==> src/rtl/alu_4_seq.sv <==
// alu_4_seq: issue-side sequencer for the pipelined 4-bit alu_4 ALU.
//
// Accepts a WIDTH-bit request (req_*) over valid/ready. Feeds the operands to the
// ALU one nibble at a time, least significant first, and chains Carry_out into
// the next nibble's Carry_in for ADD. Returns the assembled result on rsp_* over
// valid/ready.
//
// Ports:
//   gclk, rst              clock, synchronous active-high reset
//   req_valid/req_ready    request handshake
//   req_op                 00 XOR, 01 AND, 10 ADD, 11 reserved (rsp_err)
//   req_x, req_y           operands
//   req_cmpl_x/y           complement X/Y inside the ALU
//   req_carry_in           initial carry (ADD)
//   rsp_valid/rsp_ready    response handshake
//   rsp_data, rsp_carry    result and final carry (carry 0 for logic ops)
//   rsp_err                reserved opcode flag
//   alu_*                  ALU input bus (all 0 outside issue cycles)
//   alu_z, alu_carry_out   ALU outputs, valid ALU_LATENCY cycles after issue
//
// Optional build macro ALU4_SEQ_PIPE_LOGIC_EN: XOR/AND issue all nibbles
// back-to-back. ADD always runs serially because each nibble needs the previous carry.
module alu_4_seq #(
    parameter int WIDTH       = 16,
    parameter int ALU_LATENCY = 8
) (
    input  logic             gclk,
    input  logic             rst,
    input  logic             req_valid,
    output logic             req_ready,
    input  logic [1:0]       req_op,
    input  logic [WIDTH-1:0] req_x,
    input  logic [WIDTH-1:0] req_y,
    input  logic             req_cmpl_x,
    input  logic             req_cmpl_y,
    input  logic             req_carry_in,
    output logic             rsp_valid,
    input  logic             rsp_ready,
    output logic [WIDTH-1:0] rsp_data,
    output logic             rsp_carry,
    output logic             rsp_err,
    output logic [3:0]       alu_x,
    output logic [3:0]       alu_y,
    output logic             alu_carry_in,
    output logic             alu_end_bar,
    output logic             alu_cmpl_x,
    output logic             alu_cmpl_y,
    output logic             alu_op_xor,
    output logic             alu_op_and,
    output logic             alu_op_arith,
    input  logic [3:0]       alu_z,
    input  logic             alu_carry_out
);

    localparam int N  = WIDTH / 4;
    localparam int KW = (N > 1) ? $clog2(N) : 1;
    localparam int CW = $clog2(ALU_LATENCY + N + 1) + 1;

    localparam logic [KW-1:0] LAST = KW'(N - 1);
    localparam logic [CW-1:0] LAT  = CW'(ALU_LATENCY);

    localparam logic [1:0] OP_XOR = 2'b00;
    localparam logic [1:0] OP_AND = 2'b01;
    localparam logic [1:0] OP_ADD = 2'b10;
    localparam logic [1:0] OP_RSV = 2'b11;

`ifdef ALU4_SEQ_PIPE_LOGIC_EN
    localparam logic PIPE_LOGIC = 1'b1;
`else
    localparam logic PIPE_LOGIC = 1'b0;
`endif

    typedef enum logic [2:0] {DRAIN, IDLE, ISSUE, WAIT, RESP} state_t;

    state_t state, next_state;

    logic [1:0]       op_q;
    logic [WIDTH-1:0] x_q, y_q;
    logic             cmpl_x_q, cmpl_y_q, cin_q;
    logic             pipe_q;
    logic [KW-1:0]    k;
    logic [KW-1:0]    cap_k;
    logic [CW-1:0]    cnt;
    logic             carry_q;
    logic [WIDTH-1:0] data_q;
    logic             capture;
    logic [KW-1:0]    cap_idx;

    always_ff @(posedge gclk) begin
        if (rst) begin
            state <= DRAIN;
        end else begin
            state <= next_state;
        end
    end

    always_comb begin
        next_state   = state;
        capture      = 1'b0;
        req_ready    = 1'b0;
        alu_x        = '0;
        alu_y        = '0;
        alu_carry_in = 1'b0;
        alu_end_bar  = 1'b0;
        alu_cmpl_x   = 1'b0;
        alu_cmpl_y   = 1'b0;
        alu_op_xor   = 1'b0;
        alu_op_and   = 1'b0;
        alu_op_arith = 1'b0;
        rsp_valid    = (state == RESP);
        rsp_data     = data_q;
        rsp_carry    = (state == RESP) && (op_q == OP_ADD) && carry_q;
        rsp_err      = (state == RESP) && (op_q == OP_RSV);

        unique case (state)
            DRAIN: begin
                if (cnt == LAT - 1'b1) next_state = IDLE;
            end
            IDLE: begin
                req_ready = 1'b1;
                if (req_valid) next_state = (req_op == OP_RSV) ? RESP : ISSUE;
            end
            ISSUE: begin
                alu_x        = x_q[4*k +: 4];
                alu_y        = y_q[4*k +: 4];
                alu_cmpl_x   = cmpl_x_q;
                alu_cmpl_y   = cmpl_y_q;
                alu_op_xor   = (op_q == OP_XOR);
                alu_op_and   = (op_q == OP_AND);
                alu_op_arith = (op_q == OP_ADD);
                alu_end_bar  = (k != LAST);
                alu_carry_in = (op_q == OP_ADD) && ((k == '0) ? cin_q : carry_q);
                if (pipe_q) begin
                    // Early captures can overlap issue when the latency is shorter than N.
                    capture = (cnt >= LAT);
                    if (k == LAST) next_state = WAIT;
                end else begin
                    next_state = WAIT;
                end
            end
            WAIT: begin
                if (pipe_q) begin
                    capture = (cnt >= LAT);
                    if (capture && cap_k == LAST) next_state = RESP;
                end else begin
                    capture = (cnt == LAT);
                    if (capture) next_state = (k == LAST) ? RESP : ISSUE;
                end
            end
            RESP: begin
                if (rsp_ready) next_state = IDLE;
            end
            default: next_state = DRAIN;
        endcase
    end

    assign cap_idx = pipe_q ? cap_k : k;

    always_ff @(posedge gclk) begin
        if (rst) begin
            op_q     <= '0;
            x_q      <= '0;
            y_q      <= '0;
            cmpl_x_q <= 1'b0;
            cmpl_y_q <= 1'b0;
            cin_q    <= 1'b0;
            pipe_q   <= 1'b0;
            k        <= '0;
            cap_k    <= '0;
            cnt      <= '0;
            carry_q  <= 1'b0;
            data_q   <= '0;
        end else begin
            unique case (state)
                DRAIN: cnt <= cnt + 1'b1;
                IDLE: begin
                    if (req_valid) begin
                        op_q     <= req_op;
                        x_q      <= req_x;
                        y_q      <= req_y;
                        cmpl_x_q <= req_cmpl_x;
                        cmpl_y_q <= req_cmpl_y;
                        cin_q    <= req_carry_in;
                        pipe_q   <= PIPE_LOGIC && (req_op == OP_XOR || req_op == OP_AND);
                        k        <= '0;
                        cap_k    <= '0;
                        cnt      <= '0;
                        carry_q  <= 1'b0;
                        data_q   <= '0;
                    end
                end
                ISSUE: begin
                    if (pipe_q) begin
                        // Issue is back-to-back, so one counter of cycles since the
                        // first issue stands in for a per-nibble age counter:
                        // nibble j is due when cnt == ALU_LATENCY + j.
                        cnt <= cnt + 1'b1;
                        if (k != LAST) k <= k + 1'b1;
                    end else begin
                        cnt <= CW'(1);
                    end
                end
                WAIT: begin
                    if (pipe_q || !capture) cnt <= cnt + 1'b1;
                    else if (k != LAST)     k   <= k + 1'b1;
                end
                default: ;
            endcase

            if (capture) begin
                data_q[4*cap_idx +: 4] <= alu_z;
                carry_q                <= alu_carry_out;
                if (pipe_q && cap_k != LAST) cap_k <= cap_k + 1'b1;
            end
        end
    end

endmodule
==> config.mk <==
export PLATFORM = sky130hd
export DESIGN_NAME = alu_4_seq
export DESIGN_NICKNAME = d
export VERILOG_FILES = /design/src/rtl/alu_4_seq.sv
export SDC_FILE = /design/constraint.sdc
export NUM_CORES = 1
export LEC_CHECK = 0
export CAP_MARGIN = 40
export CORE_MARGIN = 2
export CORE_UTILIZATION = 50
export CTS_CLUSTER_SIZE = 25
export DETAILED_ROUTE_END_ITERATION = 8
export DONT_BUFFER_PORTS = 1
export PLACE_DENSITY_LB_ADDON = 0.3
export REMOVE_ABC_BUFFERS = 1
export SYNTH_ARGS = -nofsm -noshare
export SYNTH_HDL_FRONTEND = slang
export SYNTH_SLANG_ARGS = --single-unit
==> constraint.sdc <==
create_clock -name gclk -period 1.9 [get_ports gclk]
set_input_delay 0.285 -clock gclk [delete_from_list [all_inputs] [get_ports gclk]]
set_output_delay 0.285 -clock gclk [all_outputs]
set_load 0.01 [all_outputs]
; Word-level counts from Yosys, hierarchy flattened
; Cells that the tools add are included.
; W data, S select, Z words.
[totals]
reg_bits = 64
latch_bits = 0
ramBits = 0
mem_bits_ro = 0
inputBits = 46
memories = 0
[op_classes]
n_addsub = 3
n_mul = 0
div_mod_pow = 0
n_lt_le_gt_ge = 0
eq_ne = 19
n_shift = 4
n_mux = 34
bitwise_logic = 1
n_reduce_logical = 17
[op_table]
columns = cell, count
row1 = $mux W16, 4
row2 = $neg A4 Y34, 1
row3 = $shift A4 B34 Y16 const A, 1
row4 = $shiftx A4 B34 Y16, 1
row5 = $shiftx A16 B5 Y4, 2
row6 = $pmux W5 S4, 1
row7 = $mux W3, 6
row8 = $bwmux W16, 1
row9 = $pmux W3 S5, 1
row10 = $mux W1, 13
row11 = $ne A2 B2 Y1 const B, 6
row12 = $mux W5, 2
row13 = $eq A2 B2 Y1 const B, 4
row14 = $mux W4, 2
row15 = $eq A3 B2 Y1 const B, 2
row16 = $mux W2, 3
row17 = $add A5 B1 Y5 const B, 1
row18 = $eq A5 B3 Y1 const B, 1
row19 = $eq A5 B4 Y1 const B, 1
row20 = $reduce_and A5 Y1, 1
row21 = $logic_and A1 B1 Y1, 4
row22 = $logic_not A2 Y1, 2
row23 = $pmux W2 S2, 1
row24 = $reduce_and A2 Y1, 2
row25 = 14 further kinds, 15

; Depth between registers and ports, before layout
; Gate-level depths: netlist (run 1).
[logic_depth]
depth_word = 5
depth_mapped = 7
ltp_nobuf = 6

; Worst setup path before layout (run 1)
; No wires, ideal clock.
[synth_path]
kind = register -> register
start = register k[0]
end = register data_q[0], in the netlist rsp_data[0]
t_arrival_ns = 1.574
t_required_ns = 1.830
slack_ns = 0.256
path_stages_with_launch = 7
period_less_slack_ns = 1.644
cell_sequence = dfxtp_1 buf_6 inv_1 ha_1 nor3b_1 nand3_1 a21oi_1
[synth_via]
elab_chain_len = 4
elab_cells_between_ends = 5
[synth_lines]
columns = element, line_no
row1 = start: declaration, 81  ; logic [KW-1:0] k;
row2 = start signal: assignment, 198  ; if (k != LAST) k <= k + 1'b1;
row3 = start signal: assignment, 205  ; else if (k != LAST) k <= k + 1'b1;
row4 = $neg A4 Y34 (*), 211  ; data_q[4*cap_idx +: 4] <= alu_z;
row5 = $shiftx A4 B34 Y16 / $shift A4 B34 Y16 (equally long branches), 211
row6 = $bwmux W16 (*), 211
row7 = $mux W16 (*), 210  ; if (capture) begin
row8 = end signal: indexed assignment, 211
row9 = end: declaration, 85  ; logic [WIDTH-1:0] data_q;
; Mark *: on every way between the ends. The rest lies on a longest branch, timed or not.
; A chain may end at the register's enable or synchronous reset.

; Worst setup path in the final report (run 1)
[layout_path]
start = register k[0]
end = output port alu_x[1]
[layout_via]
elab_chain_len = 2
[layout_lines]
columns = element, line_no
row1 = $shiftx A16 B5 Y4, 124  ; alu_x = x_q[4*k +: 4];
row2 = $mux W4, 115  ; unique case (state)
row3 = end: declaration, 42  ; output logic [3:0] alu_x,
; Every way passes these cells.

==> results of run 1 <==
-- metrics by stage --
step                instances  hold WS (ns)  instance area [µm²]   util
global route              452      0.000129                 3560  0.594
finish                    452        0.0130                 3560  0.594
detailed placement        432         0.362                 3190  0.533
global placement          432         0.360                 3190  0.533
floorplan                 338         0.354                 2960      -
CTS                       451      0.000994                 3500  0.584
-- layout make-up --
cell class	instances	area, µm²	share of cell area
clock inverter	7	120	0.0338
clock buffer	9	124	0.0348
inverter	13	48.8	0.0137
multi-input combinational	261	1660	0.467
tap	75	93.8	0.0264
timing repair buffer	23	224	0.0630
sequential	64	1280	0.361
-- flip-flops by register name (all words and copies together), names as in the netlist --
name and cells:
cmpl_x_q 1, y_q 16, x_q 16, k 2
rsp_data 16, cnt 5, carry_q 1, op_q 2
state 3, cmpl_y_q 1, cin_q 1
-- cells in the mapped netlist, drive strengths merged (2+ instances only) --
| cell | n |
|---|---|
| nand3 | 21 |
| o31ai | 2 |
| buf | 17 |
| o21ai | 3 |
| nor2b | 9 |
| and4bb | 2 |
| nand2 | 81 |
| a31oi | 2 |
| mux2i | 2 |
| nand3b | 19 |
| nor2 | 12 |
| xor2 | 2 |
| nor3b | 5 |
| clkbuf | 7 |
| a211oi | 3 |
| nor3 | 9 |
| inv | 13 |
| dfxtp | 64 |
| ha | 7 |
| o2bb2ai | 2 |
| or3 | 2 |
| nand2b | 2 |
| a21oi | 58 |
| mux4 | 8 |
-- logic make-up after synthesis --
family / count (synthesis) / synth area share
flip-flops: 64 / 0.408
AND/OR/NAND/NOR: 168 / 0.289
adder cells (fa/ha/maj): 7 / 0.0279
XOR/XNOR: 2 / 0.00558
multiplexers: 10 / 0.0638
buffers and inverters: 37 / 0.0734
AO/OA/AOI/OAI: 74 / 0.132
-- where the power goes --
| group | total, mW | leakage, nW | internal, mW | switching (mW) |
|---|---|---|---|---|
| Sequential | 1.37 | 0.517 | 1.35 | 0.0133 |
| Clock | 1.43 | 0.119 | 0.873 | 0.555 |
| Combinational | 0.0908 | 0.578 | 0.0366 | 0.0542 |
-- timing repair --
item                                    in CTS  in global routing
endpoints found under the setup margin       9                 12
hold buffers                                 3                  0
gates resized for setup                      5                 12
cloned                                       0                  1
hold endpoints to repair                    52                  0
-- critical path, stage by stage, from the launching register on --
cell and delay, ns:
dfxtp_4 0.41, clkbuf_16 0.16, mux4_2 0.49, nor2b_1 0.18
-- metal layers --
| metal | vias up | GRT usage |
|---|---|---|
| met5 | - | 0 |
| met4 | 0 | 0.0894 |
| met3 | 15 | 0.0865 |
| met2 | 78 | 0.342 |
| met1 | 1236 | 0.263 |
| li1 | 1266 | - |
-- worst max-delay path by stage --
stage / end / start / depth (start not counted)
floorplan: carry_q / state[1] / 4
global placement: alu_y[1] / k[0] / 3
detailed placement: rsp_data[10] / k[0] / 5
CTS: alu_y[1] / k[0] / 3
global route: alu_y[2] / k[0] / 3
finish: alu_x[1] / k[0] / 3
==> summary.md, run 1 <==
| Metric | Value |
|---|---|
| Total wire length | 7390 µm |
| Yosys reg bits | 64 |
| Most frequent cells in the layout | nand2_1, dfxtp_1, a21oi_1 |
| Std-Cell Core Area | 5990 µm² |
| Layout net count | 425 |
| Min cycle time layout | 1.87 ns |
| Share of cells above drive strength 1 | 0.178 |
| Post-synth top flop | dfxtp_1 |
| Vias in the first global route | 2503 |
| DR WL met2 | 3540 µm |
| Cell Area, Synth | 3140 µm² |
| Leakage power | 1.21 nW |
| Routed met3 length | 564 µm |
| Register area share after synthesis | 0.408 |
| CP arrival | 1.59 ns |
| Hold Crit Class | in2reg |
| N_diodes | 0 |
| First-pass GRT wire length | 12100 µm |
| Endpoint, Worst Hold | state[1] |
| Root buffer cell | clkbuf_8 |
| P per Cell Area | 811 nW/µm² |
| Routed len/inst | 16.4 µm |
| Most common cell after layout, fill and taps aside | nand2_1 |
| Fill cell count | 538 |
| CP Max Fanout | 6 |
| Top Layer Used | met4 |
| Asr flop ratio synth | 0 |
| Critical path type | reg2out |
| Starting Density | 0.524 |
| Fmax | 534 MHz |
| Run status | complete, no violations |
| Vias | 2595 |
| Skew-Pair Late Insertion Delay | 0.35 ns |
| Reg2Reg Depth | 5 |
| Critical path required time | 1.62 ns |
| Max-cap viol count | 0 |
| Routability Congestion | 0.838 |
| Max-slew violations | 0 |
| CP startpoint kind | register |
| Worst vdd ir | 730 µV |
| Io pins | 81 |
| Leading area contributor after synthesis | dfxtp_1 |
| DRT Pass-1 Iters | 4 |
| Yosys warns | 0 |
| RSZ-0062 raised after global routing | yes |
| Max Buffers Root-to-Sink | 2 |
| Post-route setup TNS | 0 ns |
| Synth Area per Inst | 8.67 µm² |
| Clock skew | 0.00660 ns |
| Hold_sp | rst |
| DRC | 0 |
| CTS tree | done |
| Unique masters post-synth | 42 |
| Tcrit/Tclk final | 0.986 |
| DPL Wire Length | 4840 µm |
| Synth Instances | 362 |
| Final setup margin | 0.0266 ns |
| Initial antenna violation count | 0 |
| Htree depth | 3 |
| RR Endpoint | rsp_data[12] |
| Clock slew at reported path FFs | 0.07 ns |
| Number of enable flip-flop cells after synthesis | 0 |
| Dpl ws | 0.226 ns |
| Setup slack, reg-to-reg | 0.16 ns |
| Critical R2R Launch | k[0] |
| Total track usage | 0.217 |
| Max_slew headroom | 0.651 |
| Total CTS buffers | 9 |
| Top-area cell type share of the netlist area | 0.408 |
| Total Power | 2.88 mW |
| Met1 Wirelength | 3130 µm |
| Final setup vio count | 0 |
| Final Hold Fails | 0 |
| Area added between synthesis and finish | 13.3% |
| Setup Buffers After CTS | 0 |
| Die area | 6930 µm² |
| Detailed-route vias per instance | 5.74 |
| GRT overflow | 0 |
| Worst-Margin Slew | 0.519 ns |
| Port Buffers | 0 |
| Die Wd | 83.2 µm |
| Chip height | 83.2 µm |
| CTS sink cnt | 64 |
| Iter 0 DRT Violations | 159 |
| CP Capture Type | primary output |
| Synth top area cells | dfxtp_1, nand2_1, a21oi_1, mux4_2, nand3b_1 |
| Hold path depth | 1 |
| Routed Antenna Nets | 0 |
| Largest net degree at the start of global routing | 53 |
| Row count | 28 |
No activity file was read; power rests on OpenSTA's default activity.
==> inputs of run 2 (changes only) <==
--- a/config.mk
+++ b/config.mk
@@ -5,9 +5,11 @@
 export SDC_FILE = /design/constraint.sdc
 export NUM_CORES = 1
 export LEC_CHECK = 0
+export ABC_CLOCK_PERIOD_IN_PS = 1800
 export CAP_MARGIN = 40
 export CORE_MARGIN = 2
 export CORE_UTILIZATION = 50
+export CTS_BUF_LIST = sky130_fd_sc_hd__clkbuf_2 sky130_fd_sc_hd__clkbuf_4 sky130_fd_sc_hd__clkbuf_8
 export CTS_CLUSTER_SIZE = 25
 export DETAILED_ROUTE_END_ITERATION = 8
 export DONT_BUFFER_PORTS = 1
==> constraint.sdc (replaced) <==
create_clock -name gclk -period 1.8 [get_ports gclk]
set_input_delay 0.27 -clock gclk [delete_from_list [all_inputs] [get_ports gclk]]
set_output_delay 0.27 -clock gclk [all_outputs]
set_load 0.01 [all_outputs]
==> run 2 against run 1 <==
Compared with the run above: via count fell by 1.7%; largest power group is now sequential cells; final cell count increased by 0.88%; global-route usage about the same; highest routed layer unchanged; largest cell class unchanged.
==> summary.md, run 2 (synthesis results as in run 1) <==
| Metric | Value |
|---|---|
| Leakage power | 1.20 nW (-1.6%) |
| Clock slew at reported path FFs | 0.08 ns (about the same) |
| Most common cell after layout, fill and taps aside | nand2_1 |
| Die area | 6930 µm² (unchanged) |
| Final Hold Fails | 0 (unchanged) |
| RSZ-0062 raised after global routing | yes |
| Min cycle time layout | 1.79 ns |
| Post-layout util | 0.595 (+0.00167) |
| CP Capture Type | primary output |
| Max_slew headroom | 0.693 (+0.0417) |
| CTS tree | done |
| CP startpoint kind | register |
| Total track usage | 0.216 (about the same) |
| Most frequent cells in the layout | nand2_1, dfxtp_1, a21oi_1 |
| Starting Density | 0.524 (unchanged) |
| Routed len/inst | 15.8 µm (-3.3%) |
| Met1 usage | 0.279 (+0.0162) |
| Row count | 28 (unchanged) |
| Hold path depth | 2 (+1) |
| Max-cap viol count | 0 (unchanged) |
| Run status | complete, no violations |
| Io pins | 81 (unchanged) |
| Critical path type | reg2out |
| DRT Pass-1 Iters | 4 (unchanged) |
| Detailed-route vias per instance | 5.60 (-2.5%) |
| Fmax | 559 MHz |
| Reg2Reg Depth | 5 (unchanged) |
| CP arrival | 1.52 ns (-0.07 ns) |
| Setup slack, reg-to-reg | 0.17 ns (about the same) |
| Layout net count | 429 (+0.94%) |
| Largest net degree at the start of global routing | 60 (+13%) |
| Switching share of total power | 0.251 (+0.0350) |
| Root buffer cell | clkbuf_8 |
| Area added between synthesis and finish | 13.6% |
| Total CTS buffers | 9 (unchanged) |
| Skew-Pair Late Insertion Delay | 0.35 ns (about the same) |
| Combinational Power Share | 0.036 (+0.005) |
| Tcrit/Tclk final | 0.994 |
| Max Buffers Root-to-Sink | 2 (unchanged) |
| Hold Crit Class | in2reg |
| GR peak layer | met2 |
| Worst vdd ir | 520 µV (-29%) |
| Clock share of power | 0.413 (-0.082) |
| GRT overflow | 0 (unchanged) |
| Routed Antenna Nets | 0 (unchanged) |
| Clock skew | 0.0116 ns (+0.00505 ns) |
| First-pass GRT wire length | 12200 µm (+0.80%) |
| DPL Wire Length | 4890 µm (+1.2%) |
| Die Wd | 83.2 µm (unchanged) |
| Sequential power share | 0.551 (+0.077) |
| Chip height | 83.2 µm (unchanged) |
| Routability Congestion | 0.878 (+4.8%) |
| Vias in the first global route | 2501 (-0.080%) |
| Met3 Track Usage GR | 0.0785 (-0.00795) |
| Final setup vio count | 0 (unchanged) |
| Std-Cell Core Area | 5990 µm² (unchanged) |
| DRC | 0 (unchanged) |
| Worst-Margin Slew | 0.457 ns (-0.0614 ns) |
| Met2 usage | 0.341 (-0.000733) |
| Vias | 2552 (-1.7%) |
| Iter 0 DRT Violations | 107 (-33%) |
| Initial antenna violation count | 0 (unchanged) |
| P per Cell Area | 735 nW/µm² (-9.4%) |
| Port Buffers | 0 (unchanged) |
| Psw | 0.657 mW (+5.6%) |
| Htree depth | 3 (unchanged) |
| Fin Hold WS | 0.0500 ns (+0.0370 ns) |
| Critical path required time | 1.53 ns (-0.09 ns) |
| N_diodes | 0 (unchanged) |
| Share of cells above drive strength 1 | 0.223 (+0.0454) |
| CP Max Fanout | 5 (-1) |
| Internal power | 1.96 mW (-13%) |
| CTS sink cnt | 64 (unchanged) |
| Max-slew violations | 0 (unchanged) |
| Total wire length | 7220 µm (-2.4%) |
## run 2: changes by cell type in the layout (fill, tap and decap cells not counted), moves of 2 or more
| cell | before | now |
|---|---|---|
| bufinv_16 | 3 | 0 |
| nor2b_1 | 5 | 1 |
| dfxtp_1 | 63 | 60 |
| clkinv_2 | 1 | 3 |
| nor2b_4 | 2 | 6 |
| nor3b_1 | 4 | 2 |
| nor3b_2 | 1 | 3 |
| buf_4 | 17 | 22 |
| dfxtp_2 | 0 | 3 |
## run 2: final timing paths
kind         startpoint      endpoint
max                k[0]      alu_x[1]
min           req_op[0]       op_q[0]
max reg2reg        k[0]  rsp_data[11]
min reg2reg      x_q[9]        x_q[9]
## run 2: metal layers
metal / part of all wire / vias to the layer above
li1: - / 1283
met1: 0.42 / 1189
met2: 0.48 / 71
met3: 0.082 / 9
met4: 0.012 / 0
met5: 0 / -
## run 2: worst max-delay path, stage by stage, from the launching register on
cell     delay (ns)
dfxtp_4        0.38
buf_8          0.13
mux4_2         0.48
nor2b_2        0.19
## run 2: final cells by class
class	count	area (µm²)
Sequential cell	64	1290
Tap cell	75	93.8
Fill cell	553	2420
Inverter	13	52.6
Clock inverter	7	48.8
Timing Repair Buffer	27	241
Multi-Input combinational cell	261	1720
Clock buffer	9	124
## run 2: repair_timing
item,4_1_cts,5_1_grt
hold buffers,2,0
setup endpoints to repair,17,16
endpoints found under the hold margin,59,0
pin swaps,0,1
buffers inserted,1,3
gates resized for setup,9,25
## run 2: power by group through the flow
| stage | Sequential, mW | Clock (mW) | Combinational, mW |
|---|---|---|---|
| floorplan | 1.47 | 0 | 0.0494 |
| global placement | 1.48 | 0 | 0.0635 |
| detailed placement | 1.48 | 0 | 0.0642 |
| CTS | 1.44 | 1.10 | 0.0930 |
| global route | 1.44 | 1.19 | 0.109 |
| finish | 1.44 | 1.08 | 0.0945 |
## run 2: through the flow
step / total power, mW / std cells / setup TNS [ns] / worst slack [ns] / instance area, µm²
finish: 2.62 / 456 / 0 / 0.00992 / 3570
floorplan: 1.52 / 338 / -11.03 / -0.227 / 2960
detailed placement: 1.54 / 434 / 0 / 0.164 / 3220
CTS: 2.64 / 453 / 0 / 0.00357 / 3460
global route: 2.74 / 456 / -0.170 / -0.0420 / 3570
global placement: 1.54 / 434 / 0 / 0.213 / 3220
